$ cat src/rtl/seq_arith_unit.sv
// seq_arith_unit: multi-cycle unsigned add/sub/shift-add multiply/restoring divide
// Ports: clk, rst (sync, active high), start, op (01 add, 10 sub, 11 mul, 00 div),
//   data_in_a, data_in_b (WIDTH operands); busy, done (1-cycle pulse),
//   data_out (2*WIDTH registered result, {rem,quo} for divide), div_zero.
module seq_arith_unit #(
  parameter int WIDTH = 8
) (
  input  logic                 clk,
  input  logic                 rst,
  input  logic                 start,
  input  logic [1:0]           op,
  input  logic [WIDTH-1:0]     data_in_a,
  input  logic [WIDTH-1:0]     data_in_b,
  output logic                 busy,
  output logic                 done,
  output logic [2*WIDTH-1:0]   data_out,
  output logic                 div_zero
);
  localparam int CW = $clog2(WIDTH);
  typedef enum logic [1:0] {IDLE, CALC, DONE} state_t;
  state_t state, nxt;
  logic [1:0] op_r;
  logic dz_r;
  logic [2*WIDTH-1:0] acc, x;
  logic [WIDTH-1:0] y;
  logic [CW-1:0] cnt;
  logic accept, last, fast, b_zero;
  logic [WIDTH:0] trial, diff;
  assign b_zero = ~|data_in_b;
  assign accept = state == IDLE && start;
  assign last = cnt == CW'(WIDTH - 1);
  // add/sub and divide-by-zero complete without iterating
  assign fast = (op[0] ^ op[1]) | (~|op & b_zero);
  // restoring divide step: acc[W-1:0] is the partial remainder, y shifts the
  // dividend out at the top and collects quotient bits at the bottom; since the
  // remainder stays below the divisor, diff's top bit is the borrow
  assign trial = {acc[WIDTH-1:0], y[WIDTH-1]};
  assign diff = trial - {1'b0, x[WIDTH-1:0]};
  always_ff @(posedge clk)
    state <= rst ? IDLE : nxt;
  always_comb
    nxt = state == IDLE ? (start ? (fast ? DONE : CALC) : IDLE) :
          state == CALC ? (last ? DONE : CALC) : IDLE;
  always_ff @(posedge clk) begin
    if (rst) begin
      busy <= 1'b0;
      done <= 1'b0;
      data_out <= '0;
      div_zero <= 1'b0;
      op_r <= '0;
      dz_r <= 1'b0;
      acc <= '0;
      x <= '0;
      y <= '0;
      cnt <= '0;
    end else begin
      done <= 1'b0;
      if (accept) begin
        op_r <= op;
        dz_r <= ~|op & b_zero;
        cnt <= '0;
        busy <= 1'b1;
        acc <= op == 2'b01 ? {{WIDTH{1'b0}}, data_in_a} + {{WIDTH{1'b0}}, data_in_b} :
               op == 2'b10 ? {{WIDTH{1'b0}}, data_in_a} - {{WIDTH{1'b0}}, data_in_b} :
               op == 2'b00 && b_zero ? {data_in_a, {WIDTH{1'b1}}} : '0;
        x <= {{WIDTH{1'b0}}, op == 2'b11 ? data_in_a : data_in_b};
        y <= op == 2'b11 ? data_in_b : data_in_a;
      end else if (state == CALC) begin
        cnt <= cnt + 1'b1;
        if (op_r == 2'b11) begin
          acc <= acc + (y[0] ? x : '0);
          x <= x << 1;
          y <= y >> 1;
        end else begin
          acc <= {{WIDTH{1'b0}}, diff[WIDTH] ? trial[WIDTH-1:0] : diff[WIDTH-1:0]};
          y <= {y[WIDTH-2:0], ~diff[WIDTH]};
        end
      end else if (state == DONE) begin
        busy <= 1'b0;
        done <= 1'b1;
        div_zero <= dz_r;
        data_out <= (op_r == 2'b00 && !dz_r) ? {acc[WIDTH-1:0], y} : acc;
      end
    end
  end
endmodule

$ cat config.mk
export PLATFORM = sky130hd
export DESIGN_NAME = seq_arith_unit
export DESIGN_NICKNAME = d
export VERILOG_FILES = /design/src/rtl/seq_arith_unit.sv
export SDC_FILE = /design/constraint.sdc
export NUM_CORES = 1
export LEC_CHECK = 0
export CAP_MARGIN = 20
export CORE_ASPECT_RATIO = 1.4
export CORE_MARGIN = 1
export CORE_UTILIZATION = 40
export DETAILED_ROUTE_END_ITERATION = 10
export PLACE_DENSITY_LB_ADDON = 0.25
export SLEW_MARGIN = 10
export SYNTH_ARGS = -nofsm -noshare
export SYNTH_HDL_FRONTEND = slang
export SYNTH_SLANG_ARGS = --single-unit
$ cat constraint.sdc
create_clock -name clk -period 2.8 [get_ports clk]
set_clock_uncertainty 0.05 [all_clocks]
set_input_delay 0.28 -clock clk [delete_from_list [all_inputs] [get_ports clk]]
set_output_delay 0.28 -clock clk [all_outputs]
set_load 0.05 [all_outputs]
==> results of run 1 <==
synth_stat cells (all sizes together) (2+ instances only):
cell     instances  area share (%)
a2111oi          4            0.79
a211oi          36             5.4
a21boi           2            0.36
a21o             9             1.3
a21oi           55             5.3
a221oi           9             1.9
a22oi            3            0.43
a311oi          11             2.0
a31oi            4            0.60
and2            19             2.3
buf              9             1.2
clkbuf          30             2.2
dfxtp           67              26
fa               4             1.5
ha              45              11
inv             28             2.0
mux2i           27             5.2
nand2           59             4.2
nand2b          11             1.3
nand3           13             1.3
nor2            79             6.0
nor2b            8            0.96
nor3            12             1.3
nor4             2            0.24
o2111ai          3            0.50
o211a            3            0.72
o211ai           3            0.43
o21a             4            0.60
o21ai           26             2.5
o21bai           4            0.58
o22ai           11             1.3
o2bb2ai          2            0.34
o311ai           2            0.67
o31ai            5            0.81
or3b             2            0.34
xnor2           19             3.2
xor2             9             1.5
power by group:
part           switching, uW  total, uW  internal [uW]
clock network            434       1330            895
logic                    753       1300            544
registers               99.6       1130           1030
worst max-delay path by stage:
stage / cells after the start / endpoint / from
final: 10 / acc[7]$_SDFFE_PP0P_ / data_in_a[1]
after global routing: 10 / acc[14]$_SDFFE_PP0P_ / y[0]$_SDFFE_PP0P_
after floorplan: 11 / acc[15]$_SDFFE_PP0P_ / y[0]$_SDFFE_PP0P_
after CTS: 10 / acc[14]$_SDFFE_PP0P_ / y[0]$_SDFFE_PP0P_
after global placement: 10 / acc[5]$_SDFFE_PP0P_ / data_in_b[3]
after detailed placement: 10 / acc[5]$_SDFFE_PP0P_ / data_in_b[3]
tightest hold or removal path: stages, from the launching register on:
cell and delay (ns):
dfxtp_1 0.31, nand2_1 0.05, a21oi_1 0.05
cells by family after synthesis:
| kind of cell | synth area share (%) |
|---|---|
| muxes | 5.391 |
| DFF | 25.68 |
| AOI/OAI and AO/OA | 27.50 |
| and+or+nand+nor | 18.98 |
| buffers and inverters | 5.438 |
| adders and majority gates | 12.31 |
| xor gates and xnor gates | 4.696 |
through the flow:
step / instance area [um2] / setup WS, ns
after floorplan: 5223 / 0.2202
after global placement: 5949 / -0.1867
after detailed placement: 5949 / -0.2403
after CTS: 6300 / 0.04762
after global routing: 6326 / 0.04025
final: 6326 / 0.1376
registers in the layout, indices dropped and copies added, names as in the netlist:
register / count
busy: 1
y: 8
acc: 16
state: 2
x: 16
data_out: 16
done: 1
op_r: 2
div_zero: 1
cnt: 3
dz_r: 1
area by class of cell:
type	count	area, um2	share of cell area, %
Multi-Input combinational cell	518	3626	57.32
Sequential cell	67	1341	21.20
Timing Repair Buffer	82	708.2	11.19
Clock buffer	10	239.0	3.778
Tap cell	153	191.4	3.026
Clock inverter	6	111.4	1.760
Inverter	29	108.9	1.721
metal layers:
layer,wire (um),track usage [%]
met1,6659,28.38
met2,8107,44.48
met3,782,3.856
met4,1002,17.00
met5,0,0
cell usage in the layout (no fill, tap or decap), drive strengths merged, types with 12 or more instances in the layout:
cell type      instances
xnor2                 19
o21ai                 26
clkdlybuf4s50         38
mux2i                 27
inv                   29
ha                    45
a21oi                 55
nor3                  12
dfxtp                 67
nand2                 59
buf                   44
nand3                 13
nor2                  79
a211oi                36
and2                  19
==> run_results.csv, run 1 <==
group,metric,value,unit
timing,finalSetupViolations,0,
worst_setup_path,required,2.96,ns
place,dp.cells,849,
worst_setup_path,rrSetupSlack,0.20,ns
hold_path,hold_class,"flip-flop to flip-flop",
clocking,postCtsSetupBuffers,0,
global_routing,grt_pass1_wl,26030,um
timing,fin_setup_tns,0,ns
yosys,synth-async-reset-ratio,0,%
floorplanning,row_count,49,
timing,grt_setup_unrepaired,"no",
floorplanning,dieHeight,137.2,um
layout,fin_nets,777,
global_routing,grt_overflow,0,
place,hpwl,13190,um
layout,drive_gt1_share,12.36,%
worst_setup_path,critPathMostFrequentCell,"o31ai_1",
yosys,synth_cells,653,
clocking,hold_buffers,0,
place,io_buffers,39,
timing,hold_viol,0,
power,p_leak,0.002645,uW
hold_path,hold_end,"x[15]$_SDFFE_PP0P_",
clocking,clock_path_buffers,2,
timing,clock.fmax,0.3756,GHz
yosys,synthFlopType,"dfxtp_1",
worst_setup_path,startpoint_type,"primary input",
yosys,syn_nets,723,
detailed_routing,wire_per_inst,19.13,um
detailed_routing,routed_wl,16550,um
detailed_routing,vias_per_cell,5.862,
worst_setup_path,path_max_fanout,6,
layout,fillers,1269,
clocking,cts_max_level,3,
global_routing,grt_max_degree,34,
hold_path,hold_depth,2,
layout,finish.utilization,49.37,%
worst_setup_path,path_delay_family,"compound AO/OA/AOI/OAI gates",
worst_setup_path,path_cells,"clkdlybuf4s50_1 > buf_4 > ha_1 > inv_1 > a21oi_1 > o311ai_0 > o31ai_1 > xor2_1 > o31ai_1 > o31ai_2",
clocking,cts_root_buf,"clkbuf_16",
power,ir_drop,0.3315,mV
global_routing,grt_usage,25.30,%
yosys,ys_seq_area_share,25.68,%
clocking,cts.sinks,67,
worst_setup_path,crit_buf_inv,3,
power,finalPower,3759,uW
worst_setup_path,reg2reg_depth,12,
layout,layout.cells.non_filler,865,
worst_setup_path,endpoint_kind,"flip-flop",
job,maxCapViolations,0,
worst_setup_path,cp_slowest_stage_delay,0.48,ns
timing,slew_headroom,44.60,%
global_routing,first_global_vias,4972,
detailed_routing,first_iter_violations,373,
worst_setup_path,cp.arrival,2.82,ns
timing,period_needed,2.662,ns
floorplanning,fp.coreArea,12810,um2
worst_setup_path,r2r-end,"acc[2]$_SDFFE_PP0P_",
power,power_density,594.2,nW/um2
yosys,synth-edff-count,0,
worst_setup_path,path_class,"primary input to flip-flop",
detailed_routing,detail_route.first_pass.iterations,8,
layout,syn_to_final_growth,21.13,%
timing,worstMarginPinSlew,0.8293,ns
detailed_routing,ant_nets,0,
yosys,syn_area,5223,um2
layout,num_antenna_cells,0,
floorplanning,dieWidth,98.57,um
worst_setup_path,slowest_stage,"o31ai_1",
worst_setup_path,r2r-start,"y[7]$_SDFFE_PP0P_",
global_routing,grt_antenna_before_repair,0,
timing,slew_viol_final,0,
detailed_routing,drc,1,
status,status,"finished with violations",
floorplanning,start_util,40.76,%
yosys,avgSynthCellArea,7.998,um2
hold_path,hp-start,"x[15]$_SDFFE_PP0P_",
timing,min_period_over_period,95.09,%
floorplanning,dieArea,13520,um2
yosys,yosysWarnings,0,
clocking,post_cts_resized,0,
clocking,cts_tree,"done",
clocking,numCtsBuffers,9,
clocking,clk_pin_slew,0.06,ns
yosys,yosysUniqueCellTypes,69,
floorplanning,io_pins,40,
clocking,clk_latency,0.34,ns
place,globalplace.congestion,0.9464,
detailed_routing,vias,5071,
timing,holdWs,0.4059,ns
yosys,ys_ff_latch,67,
status,violations,"design-rule violations",
Note: power is estimated with default switching activity, not from simulation.
==> run 2: changes to the inputs <==
Settings changed: CORE_MARGIN 1 to 4.
==> run 2 against run 1 <==
Net effect:
- the flow now finishes without violations
- die area rose by 11%
- combinational power barely moved
- non-clock buffer count rose by 5
- first-iteration DRC count fell by 0.27%
- maximum frequency fell by 0.32%
- critical path type is now flip-flop to flip-flop
- highest routed layer unchanged
==> run_results.csv, run 2 (same netlist as run 1, synthesis figures left out) <==
group,metric,value,unit
status,status,"complete, no violations",
job,maxCapViolations,0,
timing,holdWs,0.4016,ns
layout,reg_top3,"acc: 16 flops, data_out: 16 flops, x: 16 flops",
global_routing,grt_usage,22.95,%
worst_setup_path,slowest_stage,"a211oi_1",
power,p_leak,0.002643,uW
timing,finalSetupViolations,0,
worst_setup_path,path_class,"flip-flop to flip-flop",
power,p_switching,1305,uW
clocking,clk_pin_slew,0.06,ns
power,pwr-share-seq,31.4,%
layout,num_antenna_cells,0,
clocking,clk_latency,0.34,ns
floorplanning,dieHeight,143.2,um
global_routing,grt_overflow,0,
detailed_routing,detail_route.first_pass.iterations,5,
detailed_routing,first_iter_violations,372,
global_routing,grt_pass1_wl,26900,um
power,internal_power,2272,uW
worst_setup_path,path_max_fanout,8,
timing,worstMarginPinSlew,0.9273,ns
worst_setup_path,endpoint_kind,"flip-flop",
global_routing,grt_max_degree,49,
clocking,hold_buffers,0,
place,io_buffers,39,
floorplanning,start_util,40.76,%
layout,final_cell_area,6304,um2
place,globalplace.congestion,0.9420,
timing,fin_ws,0.1290,ns
timing,hold_viol,0,
power,ir_drop,0.2712,mV
hold_path,hold_class,"flip-flop to flip-flop",
worst_setup_path,critPathMostFrequentCell,"nor2_1",
worst_setup_path,startpoint_type,"flip-flop",
clocking,clock_path_buffers,2,
worst_setup_path,path_delay_family,"compound AO/OA/AOI/OAI gates",
clocking,cts_root_buf,"clkbuf_16",
worst_setup_path,cp_slowest_stage_delay,0.43,ns
global_routing,grt_antenna_before_repair,0,
worst_setup_path,crit_buf_inv,0,
floorplanning,dieArea,14970,um2
power,swShare,36.49,%
detailed_routing,routed_wl,17150,um
timing,min_period_over_period,95.39,%
detailed_routing,drc,0,
layout,fillers,1253,
detailed_routing,vias_per_cell,5.869,
timing,period_needed,2.671,ns
worst_setup_path,path_cells,"and2_1 > ha_1 > fa_1 > a21o_1 > a211oi_4 > nor2_1 > nor2_1 > xor2_1 > a211oi_1 > o211a_1",
detailed_routing,vias,5106,
timing,grt_setup_unrepaired,"no",
worst_setup_path,required,3.03,ns
layout,drive_gt1_share,12.83,%
layout,fin_nets,782,
place,place_ws,-0.1765,ns
worst_setup_path,cp.arrival,2.91,ns
clocking,numCtsBuffers,9,
detailed_routing,ant_nets,0,
floorplanning,dieWidth,104.6,um
floorplanning,io_pins,40,
floorplanning,fp.coreArea,12810,um2
timing,fin_setup_tns,0,ns
place,placed_area,5987,um2
detailed_routing,wire_per_inst,19.71,um
power,p_clk_share,31.4,%
place,hpwl,13620,um
floorplanning,row_count,49,
layout,final_cell_mix,"78 x nor2_1, 67 x dfxtp_1, 59 x nand2_1",
global_routing,first_global_vias,5000,
clocking,cts_max_level,3,
layout,syn_to_final_growth,20.70,%
clocking,cts_tree,"done",
layout,finish.utilization,49.19,%
layout,layout_commonest_cell,"nor2_1",
power,power_density,567.5,nW/um2
timing,clock.fmax,0.3744,GHz
clocking,cts.sinks,67,
timing,slew_headroom,38.18,%
timing,slew_viol_final,0,
power,pwr-share-comb,37.1,%
-- run 2: area by class of cell --
| class | count | area [um2] | area share (%) |
|---|---|---|---|
| multi-input cells | 518 | 3622 | 57.46 |
| repair buffers | 87 | 745.7 | 11.83 |
| inverters | 29 | 108.9 | 1.727 |
| flip-flops and latches | 67 | 1341 | 21.28 |
| clock inverters | 7 | 68.82 | 1.092 |
| well taps | 153 | 191.4 | 3.037 |
| clock buffers | 9 | 225.2 | 3.573 |
-- run 2: path summary, 6_finish.rpt --
kind	slack, ns	cells after the start	startpoint	to
worst max register to register	0.13	10	y[0]$_SDFFE_PP0P_	acc[6]$_SDFFE_PP0P_
worst min register to register	0.40	2	busy$_SDFFE_PP0P_	busy$_SDFFE_PP0P_
worst max-delay path	0.13	10	y[0]$_SDFFE_PP0P_	acc[6]$_SDFFE_PP0P_
worst min-delay path	0.40	2	busy$_SDFFE_PP0P_	busy$_SDFFE_PP0P_
-- run 2: per-stage QoR --
stage	power, uW	instances
after floorplan	2042	653
after global placement	2420	854
after detailed placement	2443	854
after CTS	3561	870
after global routing	3752	870
final	3577	870
-- run 2: worst reg2reg max path: stages (launching register included) --
cell and delay, ns:
dfxtp_1 0.35, and2_1 0.16, ha_1 0.21, fa_1 0.41, a21o_1 0.24, a211oi_4 0.29, nor2_1 0.07, nor2_1 0.11
xor2_1 0.07, a211oi_1 0.43, o211a_1 0.22
-- run 2: power groups by stage --
stage | logic [uW] | clock network, uW | registers (uW)
3_3_place_gp | 1280 | 0 | 1140
5_1_grt | 1440 | 1180 | 1130
6_report | 1330 | 1120 | 1120
2_1_floorplan | 874 | 0 | 1170
4_1_cts | 1310 | 1130 | 1120
3_5_place_dp | 1300 | 0 | 1140
-- run 2: what timing repair did --
item	CTS	global route
endpoints found under the setup margin	0	7
buffers inserted	0	0
resized for setup	0	4
-- run 2: routing by layer --
metal  global-route usage (%)  share of wire (%)
met1                    26.33                 41
met2                    43.16                 51
met3                    3.437                4.4
met4                    8.224                3.5
met5                        0                  0
==> run 3: changes to the inputs <==
Settings changed: HOLD_SLACK_MARGIN set to 0.08.
==> results of run 3 <==
No change in the layout: final DEF, timing and power equal those of run 2.
==> RTL change 1, RTL diff (config.mk and constraints of run 2) <==
Re-encode `state_t` (3 states) as one-hot, 3 bits wide.
--- a/src/rtl/seq_arith_unit.sv
+++ b/src/rtl/seq_arith_unit.sv
@@ -17,7 +17,7 @@
   output logic                 div_zero
 );
   localparam int CW = $clog2(WIDTH);
-  typedef enum logic [1:0] {IDLE, CALC, DONE} state_t;
+  typedef enum logic [2:0] {IDLE = 3'b001, CALC = 3'b010, DONE = 3'b100} state_t;
   state_t state, nxt;
   logic [1:0] op_r;
   logic dz_r;
Check against the original RTL: no difference found for any inputs over 10 cycles, from zero or initial values and one cycle with rst high; not proved beyond that.
==> RTL change 1 against run 2 <==
Critical path depth up 2. Count of clock-buffer cells in the layout unchanged. Via count up 4.0%. Setup slack worse by 71 ps. Utilization up 0.88 points. Area after synthesis up 2.1%. Sequential cell count up 1. Wire length down 4.5%. Final area up 2.8%. Power down 9.8%. Critical endpoint is now acc[7]. Largest cell class unchanged. Largest power group is now clock.
==> RTL change 1: results (changes against run 2) <==
- Synth cell count leaders: 84 x nor2_1, 69 x a21oi_1, 68 x dfxtp_1
- Max FO, Critical Path: 2 (-6)
- Avg WL per Cell: 17.7 um (-10%)
- Worst path max stage delay: 380 ps (-50 ps)
- HP Class: primary input to flip-flop
- Cells after Synth: 689 (+5.5%)
- Final nets: 815 (+4.2%)
- Worst Hold End: acc[1]
- Post-Syn Nets: 759 (+5.0%)
- Worst EP arrival: 2930 ps (+20 ps)
- Hold Slack: 330 ps (-71.2 ps)
- Global placer's final weighted congestion: 0.898 (-4.6%)
- Crit-path slowest cell: o41ai_4
- Outcome: finished clean
- Cells after DPL: 911 (+6.7%)
- # fillers: 1271 (+1.4%)
- Cells on worst reg2reg path: 12 (+2)
- Leak: 2.63 nW (-0.38%)
- First-pass GRT wire length: 26000 um (-3.3%)
- Peak VDD IR: 0.238 mV (-12%)
- Placed inst area: 0.00613 mm2 (+2.4%)
- Share of cells above drive strength 1: 11.2% (-1.6 points)
- Seq/Total Area, Yosys: 25.5% (-0.15 points)
- Pre-CTS setup slack: -68.3 ps (+108 ps)
- Reg2Reg Capture Point: acc[7]
- Setup crit start: y[7]
-- RTL change 1: layout make-up --
type,instances,area (um2),area share [%]
inverters,36,135,2.09
clock buffers,9,225,3.48
multi-input cells,543,3720,57.4
well taps,178,223,3.44
repair buffers,87,749,11.6
clock inverters,6,66.3,1.02
flip-flops and latches,68,1360,21.0
-- RTL change 1: cell families after synthesis --
group                      after synthesis  synth area share (%)
muxes                                   42                  7.93
adders and majority gates               49                  12.1
and+or+nand+nor                        221                  19.1
DFF                                     68                  25.5
xor gates and xnor gates                22                  3.61
buffers and inverters                   78                  5.63
AOI/OAI and AO/OA                      209                  26.1
-- RTL change 1: timing repair --
action / 4_1_cts / 5_1_grt
buffers inserted: 0 / 1
pin swaps: 0 / 5
hold endpoints to repair: 0 / 0
gates resized for setup: 2 / 9
setup endpoints to repair: 1 / 5
hold buffers: 0 / 0
-- RTL change 1: worst max path at each step --
stage,slack (ps),end
global placement,-20,acc[11]
finish,60,acc[7]
detailed placement,-70,acc[7]
global route,-30,acc[7]
floorplan,240,acc[12]
CTS,20,acc[7]
-- RTL change 1: per-layer routing --
metal / global-route usage (%) / vias up / wire [um]
met5: 0 / - / 0
met4: 10.1 / 0 / 668
met3: 3.31 / 42 / 959
met2: 38.7 / 190 / 8110
met1: 25.1 / 2494 / 6640
li1: - / 2586 / -
-- RTL change 1: metrics by stage --
stage / setup TNS, ps / power [mW]
CTS: 0 / 3.20
floorplan: 0 / 1.75
detailed placement: -191 / 2.06
global placement: -41.5 / 2.05
finish: 0 / 3.23
global route: -28.7 / 3.38
-- RTL change 1: worst max-delay path: cells and delay by family (launching register included) --
family | cells | cell delay (ps)
flops | 1 | 310
xor+xnor | 1 | 200
mux | 1 | 300
buf+inv | 3 | 270
compound gates | 5 | 970
fa+ha+maj | 2 | 540
-- RTL change 1: power by group through the flow --
stage                     Sequential [mW]  Clock [mW]  Combinational, mW
final                                1.09        1.13               1.01
after global routing                 1.10        1.18               1.10
after CTS                            1.09        1.14              0.968
after detailed placement             1.11           0              0.956
after global placement               1.11           0              0.945
after floorplan                      1.10           0              0.650
==> RTL change 2, RTL diff (settings of run 2) <==
Made on the original files. Set the parameter `WIDTH` to 4 (it was 8).
--- a/src/rtl/seq_arith_unit.sv
+++ b/src/rtl/seq_arith_unit.sv
@@ -3,7 +3,7 @@
 //   data_in_a, data_in_b (WIDTH operands); busy, done (1-cycle pulse),
 //   data_out (2*WIDTH registered result, {rem,quo} for divide), div_zero.
 module seq_arith_unit #(
-  parameter int WIDTH = 8
+  parameter int WIDTH = 4
 ) (
   input  logic                 clk,
   input  logic                 rst,
Ports: changed (resized data_in_a, data_in_b and data_out); port bits go from 40 to 24. The function was not compared with the original's and may differ.
==> RTL change 2 against run 2 <==
Global-route usage fell by 5.9 points. Final area fell by 51%. Area after synthesis fell by 49%. Power fell by 55%. Critical path depth fell by 1. Wire length fell by 61%. Setup slack improved by 79 ps. Combinational power fell by 61%. Sequential cell count fell by 29.
==> RTL change 2: results (changes against run 2) <==
- Outcome: finished clean
- Top Registers: acc x8, data_out x8, x x8
- Inverters: 19 (-34%)
- Drt first pass iters: 4 (-1)
- Port bufs: 23 (-41%)
- Crit-path slowest cell: fa_1
- Avg WL per Cell: 15.9 um (-19%)
- Max FO, Critical Path: 3 (-5)
- Cells after Synth: 325 (-50%)
- Reg2Reg Capture Point: acc[1]
- Final Non-Filler Cells: 419 (-52%)
- Clock slew at reported path FFs: 80 ps (+20 ps)
- Cell family with most CP delay: adder cells
- Min-delay src: x[7]
- # diodes: 0 (unchanged)
- Total routing usage reported by global routing: 17.1% (-5.9 points)
- # fillers: 619 (-51%)
- Buffering overhead: 9.62% (-2.2 points)
- Pre-CTS setup slack: 157 ps (+333 ps)
- Library cells used by synthesis: 44 (-36%)
- Vias per cell: 5.62 (-4.2%)
- Die Footprint: 0.00804 mm2 (-46%)
- Synth cell count leaders: 38 x dfxtp_1, 38 x nor2_1, 34 x nand2_1
- R2R Setup Slk: 210 ps (+80 ps)
- Multi-input combinational area share: 56.9% (-0.53 points)
- Sink Count: 38 (-43%)
- Worst r2r src: y[3]
- Mux contribution to synthesized area: 7.15% (+1.8 points)
- Multi-input gate count: 251 (-52%)
- Share of cells above drive strength 1: 6.63% (-6.2 points)
- 1st-iter DRT viols: 113 (-70%)
- Clock buffer count from CTS: 5 (-4)
- Leak: 1.29 nW (-51%)
- # clk buffers: 6 (-3)
- Worst path max stage delay: 390 ps (-40 ps)
- Peak VDD IR: 0.261 mV (-3.7%)
- Post-synthesis compound-gate area fraction: 21.0% (-6.5 points)
- Seq/Total Area, Yosys: 28.6% (+2.9 points)
- Top post-synthesis cells by area: dfxtp_1 29%, ha_1 11%, mux2i_1 7.1%
- DP Wirelength: 5340 um (-61%)
- Global placer's final weighted congestion: 0.892 (-5.3%)
- Worst slew margin: 45.2% (+7.0 points)
- Cells after DPL: 412 (-52%)
- Vias in the first global route: 2336 (-53%)
- Clk tree area frac: 3.64% (-1.0 points)
- XOR/XNOR Fraction of Synth Area: 4.61% (-0.086 points)
- Adder-cell share of the synthesized area: 14.3% (+2.0 points)
- Final instance area: 0.00309 mm2 (-51%)
- Period minus WS final: 2590 ps (-79.4 ps)
- Cells on worst reg2reg path: 9 (-1)
- Largest net degree at the start of global routing: 18 (-63%)
- Worst Hold End: x[7]
- First-pass GRT wire length: 11200 um (-58%)
- Final nets: 388 (-50%)
- Worst EP arrival: 2710 ps (-200 ps)
- Placed inst area: 0.00298 mm2 (-50%)
- Root buf cell: clkbuf_8
- Bufs w/o clock: 32 (-63%)
- CTS H-tree lvls: 2 (-1)
- Post-Syn Nets: 366 (-49%)
[RTL change 2: cell count changes in the layout (fill, tap and decap cells not counted), sizes merged, moves of 17 or more]
cell / before / now
nor2: 79 / 38
ha: 45 / 24
dfxtp: 67 / 38
a211oi: 36 / 19
nand2: 59 / 34
a21oi: 55 / 29
o21ai: 26 / 5
buf: 49 / 9
[RTL change 2: power breakdown]
group          switching (mW)  total [mW]  internal (mW)
Combinational           0.300       0.517          0.217
Sequential             0.0474       0.629          0.581
Clock                   0.196       0.482          0.285
[RTL change 2: layer usage]
| layer | wire length (um) | vias to the layer above | global-route usage, % |
|---|---|---|---|
| li1 | - | 1191 | - |
| met1 | 2820 | 1113 | 19.4 |
| met2 | 3520 | 43 | 32.0 |
| met3 | 183 | 9 | 1.91 |
| met4 | 158 | 0 | 6.48 |
| met5 | 0 | - | 0 |
[RTL change 2: logic make-up after synthesis]
group,Yosys count
simple gates,108
compound gates,82
flops,38
buf+inv,36
fa+ha+maj,28
mux,19
xor+xnor,14
